[config.mk]
export PLATFORM = sky130hd
export DESIGN_NAME = clock_display_scan
export DESIGN_NICKNAME = d
export VERILOG_FILES = /design/src/rtl/clock_display_scan_pkg.sv /design/src/rtl/seg7_decode.sv /design/src/rtl/clock_display_scan.sv
export SDC_FILE = /design/constraint.sdc
export NUM_CORES = 1
export LEC_CHECK = 0
export CORE_MARGIN = 2
export CORE_UTILIZATION = 66
export CTS_BUF_LIST = sky130_fd_sc_hd__clkbuf_8
export DETAILED_ROUTE_END_ITERATION = 12
export DONT_BUFFER_PORTS = 1
export PLACE_DENSITY_LB_ADDON = 0.05
export SETUP_SLACK_MARGIN = 0.05
export SLEW_MARGIN = 20
export SYNTH_ARGS = -nofsm -noshare
export SYNTH_HDL_FRONTEND = slang
export SYNTH_HIERARCHICAL = 1
export SYNTH_SLANG_ARGS = --single-unit
[constraint.sdc]
create_clock -name CLK -period 5.15 [get_ports CLK]
set_input_delay 1.03 -clock CLK [delete_from_list [all_inputs] [get_ports CLK]]
set_output_delay 1.03 -clock CLK [all_outputs]
set_load 0.005 [all_outputs]
[src/rtl/clock_display_scan_pkg.sv]
// Shared types, segment codes and digit helpers for the clock display scanner.
// Segment codes are active-low {g,f,e,d,c,b,a}.
package clock_display_scan_pkg;

  localparam int N_DIG = 6;

  localparam logic [6:0] SEG_0     = 7'b1000000;
  localparam logic [6:0] SEG_1     = 7'b1111001;
  localparam logic [6:0] SEG_2     = 7'b0100100;
  localparam logic [6:0] SEG_3     = 7'b0110000;
  localparam logic [6:0] SEG_4     = 7'b0011001;
  localparam logic [6:0] SEG_5     = 7'b0010010;
  localparam logic [6:0] SEG_6     = 7'b0000010;
  localparam logic [6:0] SEG_7     = 7'b1111000;
  localparam logic [6:0] SEG_8     = 7'b0000000;
  localparam logic [6:0] SEG_9     = 7'b0010000;
  localparam logic [6:0] SEG_BLANK = 7'h7F;
  localparam logic [6:0] SEG_DASH  = 7'b0111111;

  localparam logic [2:0] DIG_SEC_U = 3'd0;
  localparam logic [2:0] DIG_SEC_T = 3'd1;
  localparam logic [2:0] DIG_MIN_U = 3'd2;
  localparam logic [2:0] DIG_MIN_T = 3'd3;
  localparam logic [2:0] DIG_HR_U  = 3'd4;
  localparam logic [2:0] DIG_HR_T  = 3'd5;

  localparam logic [7:0] MAX_SEC  = 8'd59;
  localparam logic [7:0] MAX_MIN  = 8'd59;
  localparam logic [7:0] MAX_HR24 = 8'd23;
  localparam logic [7:0] MAX_HR12 = 8'd12;

  typedef struct packed {
    logic [7:0] sec;
    logic [7:0] min;
    logic [7:0] hr;
    logic       fmt24;
  } time_t;

  localparam time_t TIME_RESET = '{sec: 8'd0, min: 8'd0, hr: 8'd0, fmt24: 1'b1};

  typedef enum logic [1:0] {
    DSEL_DIGIT = 2'd0,
    DSEL_BLANK = 2'd1,
    DSEL_DASH  = 2'd2
  } seg_sel_e;

  // Tens digit by compare chain; only meaningful for v <= 59.
  function automatic logic [3:0] tens_of(input logic [7:0] v);
    logic [3:0] t;
    if (v >= 8'd50) begin
      t = 4'd5;
    end else if (v >= 8'd40) begin
      t = 4'd4;
    end else if (v >= 8'd30) begin
      t = 4'd3;
    end else if (v >= 8'd20) begin
      t = 4'd2;
    end else if (v >= 8'd10) begin
      t = 4'd1;
    end else begin
      t = 4'd0;
    end
    return t;
  endfunction

  function automatic logic [3:0] units_of(input logic [7:0] v);
    logic [7:0] prod;
    prod = {4'd0, tens_of(v)} * 8'd10;
    return 4'(v - prod);
  endfunction

  function automatic logic time_err(input time_t t);
    logic hr_bad;
    if (t.fmt24) begin
      hr_bad = (t.hr > MAX_HR24);
    end else begin
      hr_bad = (t.hr == 8'd0) || (t.hr > MAX_HR12);
    end
    return (t.sec > MAX_SEC) || (t.min > MAX_MIN) || hr_bad;
  endfunction

endpackage

[src/rtl/seg7_decode.sv]
// BCD digit to active-low seven-segment code, with blank and dash overrides.
module seg7_decode
  import clock_display_scan_pkg::*;
(
  input  logic [3:0] digit,
  input  seg_sel_e   sel,
  output logic [6:0] seg
);

  logic [6:0] digit_seg_s;

  // Plain digit lookup; non-decimal codes stay dark.
  always_comb begin
    digit_seg_s = SEG_BLANK;
    case (digit)
      4'd0:    digit_seg_s = SEG_0;
      4'd1:    digit_seg_s = SEG_1;
      4'd2:    digit_seg_s = SEG_2;
      4'd3:    digit_seg_s = SEG_3;
      4'd4:    digit_seg_s = SEG_4;
      4'd5:    digit_seg_s = SEG_5;
      4'd6:    digit_seg_s = SEG_6;
      4'd7:    digit_seg_s = SEG_7;
      4'd8:    digit_seg_s = SEG_8;
      4'd9:    digit_seg_s = SEG_9;
      default: digit_seg_s = SEG_BLANK;
    endcase
  end

  // Override select.
  always_comb begin
    seg = SEG_BLANK;
    case (sel)
      DSEL_DIGIT: seg = digit_seg_s;
      DSEL_DASH:  seg = SEG_DASH;
      DSEL_BLANK: seg = SEG_BLANK;
      default:    seg = SEG_BLANK;
    endcase
  end

endmodule

[src/rtl/clock_display_scan.sv]
// Captures time fields on Valid, commits them once per frame and scans them
// onto a 6-digit common-anode seven-segment display.
module clock_display_scan
  import clock_display_scan_pkg::*;
#(
  parameter int SCAN_DIV = 4
) (
  input  logic             CLK,
  input  logic             rst_n,
  input  logic             Valid,
  input  logic [7:0]       seconds,
  input  logic [7:0]       mins,
  input  logic [7:0]       hrs,
  input  logic             i_time_format,
  output logic [6:0]       seg,
  output logic             dp,
  output logic [N_DIG-1:0] an
);

  localparam int PW = $clog2(SCAN_DIV);
  localparam logic [PW-1:0] PRESC_LAST = PW'(SCAN_DIV - 1);

  logic [PW-1:0]    presc_r;
  logic [2:0]       idx_r;
  time_t            pend_r;
  time_t            shad_r;
  logic [6:0]       seg_r;
  logic             dp_r;
  logic [N_DIG-1:0] an_r;

  logic             slot_end_s;
  logic             frame_end_s;
  logic             err_s;
  logic [7:0]       field_s;
  logic [3:0]       digit_s;
  seg_sel_e         sel_s;
  logic [6:0]       dec_seg_s;
  logic [6:0]       seg_nxt_s;
  logic             dp_nxt_s;
  logic [N_DIG-1:0] an_nxt_s;

  assign slot_end_s  = (presc_r == PRESC_LAST);
  assign frame_end_s = slot_end_s && (idx_r == DIG_HR_T);

  // Prescaler and digit index.
  always_ff @(posedge CLK or negedge rst_n) begin
    if (!rst_n) begin
      presc_r <= '0;
      idx_r   <= 3'd0;
    end else if (slot_end_s) begin
      presc_r <= '0;
      idx_r   <= (idx_r == DIG_HR_T) ? 3'd0 : idx_r + 3'd1;
    end else begin
      presc_r <= presc_r + PW'(1);
    end
  end

  // Pending capture (last Valid wins) and frame-boundary commit to shadow;
  // the commit reads the old pending, so a same-cycle Valid waits a frame.
  always_ff @(posedge CLK or negedge rst_n) begin
    if (!rst_n) begin
      pend_r <= TIME_RESET;
      shad_r <= TIME_RESET;
    end else begin
      if (Valid) begin
        pend_r <= '{sec: seconds, min: mins, hr: hrs, fmt24: i_time_format};
      end
      if (frame_end_s) begin
        shad_r <= pend_r;
      end
    end
  end

  assign err_s = time_err(shad_r);

  // Field select and decimal split for the current digit.
  always_comb begin
    field_s = shad_r.sec;
    case (idx_r)
      DIG_SEC_U, DIG_SEC_T: field_s = shad_r.sec;
      DIG_MIN_U, DIG_MIN_T: field_s = shad_r.min;
      DIG_HR_U,  DIG_HR_T:  field_s = shad_r.hr;
      default:              field_s = shad_r.sec;
    endcase
    if (idx_r[0]) begin
      digit_s = tens_of(field_s);
    end else begin
      digit_s = units_of(field_s);
    end
  end

  // Dash on error, suppressed leading hour zero in 12h mode.
  always_comb begin
    sel_s = DSEL_DIGIT;
    if (err_s) begin
      sel_s = DSEL_DASH;
    end else if ((idx_r == DIG_HR_T) && !shad_r.fmt24 && (digit_s == 4'd0)) begin
      sel_s = DSEL_BLANK;
    end else begin
      sel_s = DSEL_DIGIT;
    end
  end

  seg7_decode u_dec (
    .digit (digit_s),
    .sel   (sel_s),
    .seg   (dec_seg_s)
  );

  // Next output value; the first cycle of each slot is blanked against ghosting.
  always_comb begin
    seg_nxt_s = SEG_BLANK;
    dp_nxt_s  = 1'b1;
    an_nxt_s  = '1;
    if (presc_r == '0) begin
      seg_nxt_s = SEG_BLANK;
      dp_nxt_s  = 1'b1;
      an_nxt_s  = '1;
    end else begin
      seg_nxt_s = dec_seg_s;
      an_nxt_s  = ~({{(N_DIG-1){1'b0}}, 1'b1} << idx_r);
      if (err_s) begin
        dp_nxt_s = 1'b1;
      end else if ((idx_r == DIG_MIN_U) || (idx_r == DIG_HR_U)) begin
        dp_nxt_s = 1'b0;
      end else begin
        dp_nxt_s = 1'b1;
      end
    end
  end

  // Registered display outputs.
  always_ff @(posedge CLK or negedge rst_n) begin
    if (!rst_n) begin
      seg_r <= SEG_BLANK;
      dp_r  <= 1'b1;
      an_r  <= '1;
    end else begin
      seg_r <= seg_nxt_s;
      dp_r  <= dp_nxt_s;
      an_r  <= an_nxt_s;
    end
  end

  assign seg = seg_r;
  assign dp  = dp_r;
  assign an  = an_r;

endmodule

Word-level counts from Yosys, hierarchy flattened. Memory sizes are Yosys's and may differ from the RTL's. Cells that the tools add are included. W data, S select, Z words.

ROM bits: 112. Latch bits: 0. Bits in writable memories: 0. Word-level logic and storage cells: 68. Input bits: 28. Memories: 1. Output and inout bits: 14. Register bits after elaboration: 69.

Memories: (no name shown) (depth 16, bits a word 7, rd ports 1, clocked after memory_dff 0, write ports 0, line seg7_decode.sv:15) `case (digit)`.

Bitwise logic cells: 1. Shift operators: 1. $add $sub $neg: 3. Reduce and logical (&&, ||, !) cells: 14. Div/mod/pow operators: 0. $lt $le $gt $ge: 9. $mul: 1. Equal/unequal tests: 6. Muxes and demuxes: 19.

Operators by type and width (count): $mux W4 (6); $ge A8 B5 Y1 const B (2); $ge A8 B6 Y1 const B (2); $gt A8 B6 Y1 const B (2); $pmux W8 S2 (1); $pmux W7 S2 (1); $ge A8 B4 Y1 const B (1); $gt A8 B4 Y1 const B (1); $gt A8 B5 Y1 const B (1); $logic_not A8 Y1 (1); $mux W7 (1); $eq A3 B2 Y1 const B (2); $eq A3 B3 Y1 const B (2); $mux W1 (6); $mux W6 (1); $not A6 Y6 (1); $shl A1 B3 Y6 const A (1); $eq A2 B2 Y1 const B (2); $logic_not A2 Y1 (2); $logic_not A4 Y1 (1); $logic_or A1 B1 Y1 (4); $mul A4 B3 Y3 const B (1); $mux W2 (2); $reduce_or A2 Y1 (2); other kinds (6) (8).

Depth between registers and ports, before layout.
Word-level depth: 20. Mapped depth: 21. Mapped depth without buffers: 18.

Hierarchy. Netlist, hierarchy kept.

By module, submodules not included: clock_display_scan (seq. area each 1746.7 um^2, cells an instance 244, instances 1, area each 3141.8 um^2); seg7_decode (seq. area each 0.0 um^2, cells an instance 33, instances 1, area each 245.2 um^2).

Least setup slack after synthesis. No wires, ideal clock.

Kind: register to register. Start: register idx_r[0]. End: register seg_r[0], in the netlist seg[0]. Stages on the path, launching flop included: 20. Data required time: 5066 ps. Buffers on the path: 3. Slack: 876 ps. Setup time: 84 ps. Data arrival time: 4190 ps. Cells stage by stage: dfrtp_1 buf_2 buf_1 and2_1 ha_1 nand2b_1 o21ai_0 a221oi_1 nor4b_1 a221o_1 nand3_1 ha_1 inv_1 fa_1 o21a_1 buf_6 or2_4 a211oi_4 o21ai_1 or2_2.

Longest elaborated chain between the ends: 20. Elaborated cells between the ends (all ways): 31.

Ends and longest elaborated chain: start, declared (line clock_display_scan.sv:24) `logic [2:0] idx_r;`; start signal, assigned (line clock_display_scan.sv:52) `idx_r <= (idx_r == DIG_HR_T) ? 3'd0 : idx_r + 3'd1;`; $eq A3 B3 Y1 / $eq A3 B2 Y1 (equally long branches) (line clock_display_scan.sv:79) `case (idx_r)`; $reduce_or A2 Y1 (line clock_display_scan.sv:79); $pmux W8 S2 (line clock_display_scan.sv:79); $ge A8 B4 Y1 (line clock_display_scan_pkg.sv:58) `end else if (v >= 8'd10) begin`; $mux W1 (line clock_display_scan_pkg.sv:58); $mux W4 (line clock_display_scan_pkg.sv:56) `end else if (v >= 8'd20) begin`; $mux W4 (line clock_display_scan_pkg.sv:54) `end else if (v >= 8'd30) begin`; $mux W4 (line clock_display_scan_pkg.sv:52) `end else if (v >= 8'd40) begin`; [... 5 more ...]; named net digit_s[2] (line clock_display_scan.sv:35) `logic [3:0] digit_s;`; [... 1 more ...]; $logic_and A1 B1 Y1 (line clock_display_scan.sv:97) `end else if ((idx_r == DIG_HR_T) && !shad_r.fmt24 && (digit_s == 4'd0)) begin`; $mux W1 (line clock_display_scan.sv:97); $mux W2 (line clock_display_scan.sv:95) `if (err_s) begin`; $eq A2 B2 Y1 / $logic_not A2 Y1 (equally long branches) (line seg7_decode.sv:33) `case (sel)`; $pmux W7 S2 * (line seg7_decode.sv:33); named net dec_seg_s[0] (line clock_display_scan.sv:37) `logic [6:0] dec_seg_s;`; $mux W7 * (line clock_display_scan.sv:115) `if (presc_r == '0) begin`; named net seg_nxt_s[0] (line clock_display_scan.sv:38) `logic [6:0] seg_nxt_s;`; end signal, assigned (line clock_display_scan.sv:139) `seg_r <= seg_nxt_s;`; end, declared (line clock_display_scan.sv:27) `logic [6:0] seg_r;`.

Mark *: on every way through the listed nets, which the timed path passes. The rest lies on a longest branch. The select of a mux whose other input is x is not followed. A chain may end at the register's enable or synchronous reset.

Final worst setup path.
Start: register idx_r[1]. End: register seg_r[4], in the netlist seg[4].

Longest elaborated chain between the ends: 20. Elaborated cells between the ends (all ways): 31.

Ends and longest elaborated chain (line): $eq A3 B3 Y1 / $eq A3 B2 Y1 (equally long branches) (clock_display_scan.sv:79); $reduce_or A2 Y1 (clock_display_scan.sv:79); $pmux W8 S2 * (clock_display_scan.sv:79); $ge A8 B4 Y1 (clock_display_scan_pkg.sv:58); $mux W1 (clock_display_scan_pkg.sv:58); $mux W4 (clock_display_scan_pkg.sv:56); $mux W4 (clock_display_scan_pkg.sv:54); $mux W4 (clock_display_scan_pkg.sv:52); [... 5 more ...]; named net digit_s[3] (clock_display_scan.sv:35); [... 1 more ...]; $logic_and A1 B1 Y1 (clock_display_scan.sv:97); $mux W1 (clock_display_scan.sv:97); $mux W2 (clock_display_scan.sv:95); $eq A2 B2 Y1 / $logic_not A2 Y1 (equally long branches) (seg7_decode.sv:33); $pmux W7 S2 * (seg7_decode.sv:33); named net dec_seg_s[4] (clock_display_scan.sv:37); $mux W7 * (clock_display_scan.sv:115); named net seg_nxt_s[4] (clock_display_scan.sv:38).

Marks and branches as above.

==> results.ini <==
[worst_setup_path]
path_cells = and2_1, ha_1, or2_0, a221oi_2, nor4b_1, a221o_1, nand3_1, ha_1, inv_1, fa_1, xor2_1, or4_1, o21ai_1, nand2_1, o21ai_0, o21ai_0, or2_2
crit_required_ns = 5.42
cp_num_buf_inv = 1
cp-end-kind = flip-flop
cp.depth = 17
cp_slowest_cell = a221oi_2
reg2regPathDepth = 17
cp-start-kind = flip-flop
critical_path_class = reg -> reg
arrival_ns = 4.90
critPathMaxStageDelay_ns = 0.55
path_delay_family = simple AND/OR/NAND/NOR gates
crit_fanout = 10

[route]
vias = 2078
wl_per_cell_um = 15.8
drc_errors = 0
dr.first_iter.drc_count = 88
wirelength_um = 5620
vias_per_cell = 5.85
detail-route-antenna-nets = 0
first_pass_iters = 4

[sta]
slew_headroom = 0.521
fin_tns_setup_ns = 0
worst_pin_slew_ns = 0.713
timing.final.crit_period_ns = 4.63
max_freq_ghz = 0.216
finalCritPeriodShare = 0.899
skew_ns = 0.00524
drv_slew = 0
final-setup-viol-count = 0
rsz0062_at_grt = false
finalHoldViolCount = 0

[clock_tree]
post_cts_buffers = 0
htree_num_levels = 3
cts_made_buffers = 9
cts_resized = 0
clock-sinks = 69
clock_path_buffers = 2
clkLatencyLatePin_ns = 0.35
hold_buffers = 0
cts.reportedPaths.clkPinSlew_ns = 0.07
cts_tree = done
root_buffer = clkbuf_8

[global_routing]
gr-usage-all-layers = 0.232
antenna_found_initial = 0
grt_pass1_vias = 2092
grt_start_max_net_pins = 70
gr-total-overflow = 0
grt_pass1_wl_um = 9740

[placed_design]
io_buffers = 0
place_congestion = 0.921
place_hpwl_um = 4090

[synth]
syn_avg_cell_area_um2 = 12.2
synthArstFlopShare = 1.00
synth_fp_nets = 316
synthCells = 277
yosysSeqAreaShare = 0.516
syn-cell-area_um2 = 3390
ys_types = 51
synth.ff_latch_count = 69
synthFlopType = dfrtp_1
synth_warnings = 6
synth_edf_count = 0

[cells_and_area]
nFillCells = 376
seq_area_um2 = 1750
n_antenna_cell = 0
layout.cells.most_common = dfrtp_1
fin_util = 0.716
area_growth_pct = 6.54
final_cell_mix = dfrtp_1, mux2_2, dfstp_2
final_layout_size_suffix_gt1_frac = 0.351
nets = 319
multi_input_area_um2 = 1530

[power]
power_density_nw_per_um2 = 312
leakagePower_nw = 1.50
clkPwrFrac = 0.332
vdd_ir_drop_max_uv = 216
p_switching_w = 0.000290
p_int_w = 0.000836
combPwrFrac = 0.122
swShare = 0.257
p_seq_frac = 0.546

[die]
start_util = 0.672
fp.dieH_um = 75.6
die-area_um2 = 5720
ios = 42
die_w_um = 75.6
rows = 26
core_area_um2 = 5040

[run_status]
status = finished clean

[job]
drv_cap = 0

[min_path]
hp-class = in -> async

-- synthesized netlist by cell type, types with 2 or more instances --
master | number | area (um2)
clkbuf_1 | 6 | 22.5
buf_1 | 2 | 7.51
inv_1 | 11 | 41.3
nand4_1 | 4 | 25.0
nor2_1 | 14 | 52.6
a21o_1 | 2 | 15.0
a221o_1 | 4 | 40.0
or2_2 | 8 | 50.1
xor2_1 | 2 | 17.5
a21oi_1 | 4 | 20.0
nand2b_1 | 6 | 37.5
dfrtp_1 | 53 | 1330
mux2i_1 | 5 | 50.1
a221oi_2 | 2 | 30.0
buf_6 | 3 | 33.8
buf_2 | 2 | 10.0
a221oi_1 | 2 | 17.5
mux2_2 | 50 | 563
nor2b_1 | 2 | 12.5
o21ai_1 | 5 | 25.0
nor4_1 | 2 | 12.5
nand3_1 | 4 | 20.0
ha_1 | 10 | 125
dfstp_2 | 16 | 420
nor3_1 | 4 | 20.0
and2_1 | 5 | 31.3
or4_1 | 3 | 22.5
o21ai_0 | 11 | 55.1
o211ai_1 | 2 | 15.0
nand2_1 | 12 | 45.0
-- cell type report --
class | instances | share of cell area
Tap cell | 70 | 0.0243
Inverter | 11 | 0.0114
Timing Repair Buffer | 5 | 0.0104
Clock inverter | 6 | 0.00902
Clock buffer | 10 | 0.0381
Sequential cell | 69 | 0.484
Multi-Input combinational cell | 184 | 0.423
-- path summary, 6_finish.rpt --
| path | start | endpoint | slack [ns] |
|---|---|---|---|
| worst min-delay path | rst_n | presc_r[0] | 0.37 |
| worst min register to register | presc_r[0] | presc_r[0] | 0.46 |
| worst max-delay path | idx_r[1] | seg[4] | 0.52 |
| worst max register to register | idx_r[1] | seg[4] | 0.52 |
| min in group CLK | presc_r[0] | presc_r[0] | 0.46 |
| max in group asynchronous | rst_n | pend_r[0] | 4.57 |
-- registers in the layout, summed over array words and instances, names as in the netlist --
| register | cells |
|---|---|
| presc_r | 2 |
| seg | 7 |
| dp | 1 |
| an | 6 |
| shad_r | 25 |
| pend_r | 25 |
| idx_r | 3 |
-- through the flow --
| step | instances | setup slack (ns) | power [W] | area (um2) | hold WS (ns) |
|---|---|---|---|---|---|
| CTS | 355 | 0.556 | 0.00114 | 3610 | 0.359 |
| global route | 355 | 0.150 | 0.00119 | 3610 | 0.359 |
| detailed placement | 339 | 0.575 | 0.000762 | 3440 | 0.451 |
| global placement | 339 | 0.600 | 0.000758 | 3440 | 0.441 |
| finish | 355 | 0.521 | 0.00113 | 3610 | 0.373 |
| floorplan | 277 | 0.876 | 0.000740 | 3390 | 0.424 |
-- layer usage --
layer / global-route usage / wire length, um
met1: 0.292 / 2430
met2: 0.380 / 2810
met3: 0.0503 / 276
met4: 0.117 / 104
met5: 0 / 0
-- logic make-up after synthesis --
| group | synth area share |
|---|---|
| and+or+nand+nor | 0.119 |
| DFF | 0.516 |
| muxes | 0.181 |
| AOI/OAI and AO/OA | 0.103 |
| buffers and inverters | 0.0340 |
| adders and majority gates | 0.0429 |
| xor gates and xnor gates | 0.00517 |
-- power by group through the flow --
stage | Clock [W] | Sequential, W | Combinational [W]
2_1_floorplan | 0 | 0.000613 | 0.000127
3_3_place_gp | 0 | 0.000624 | 0.000134
3_5_place_dp | 0 | 0.000626 | 0.000136
4_1_cts | 0.000385 | 0.000616 | 0.000137
5_1_grt | 0.000410 | 0.000622 | 0.000154
6_report | 0.000374 | 0.000615 | 0.000137
(Power assumes the default switching activity.)
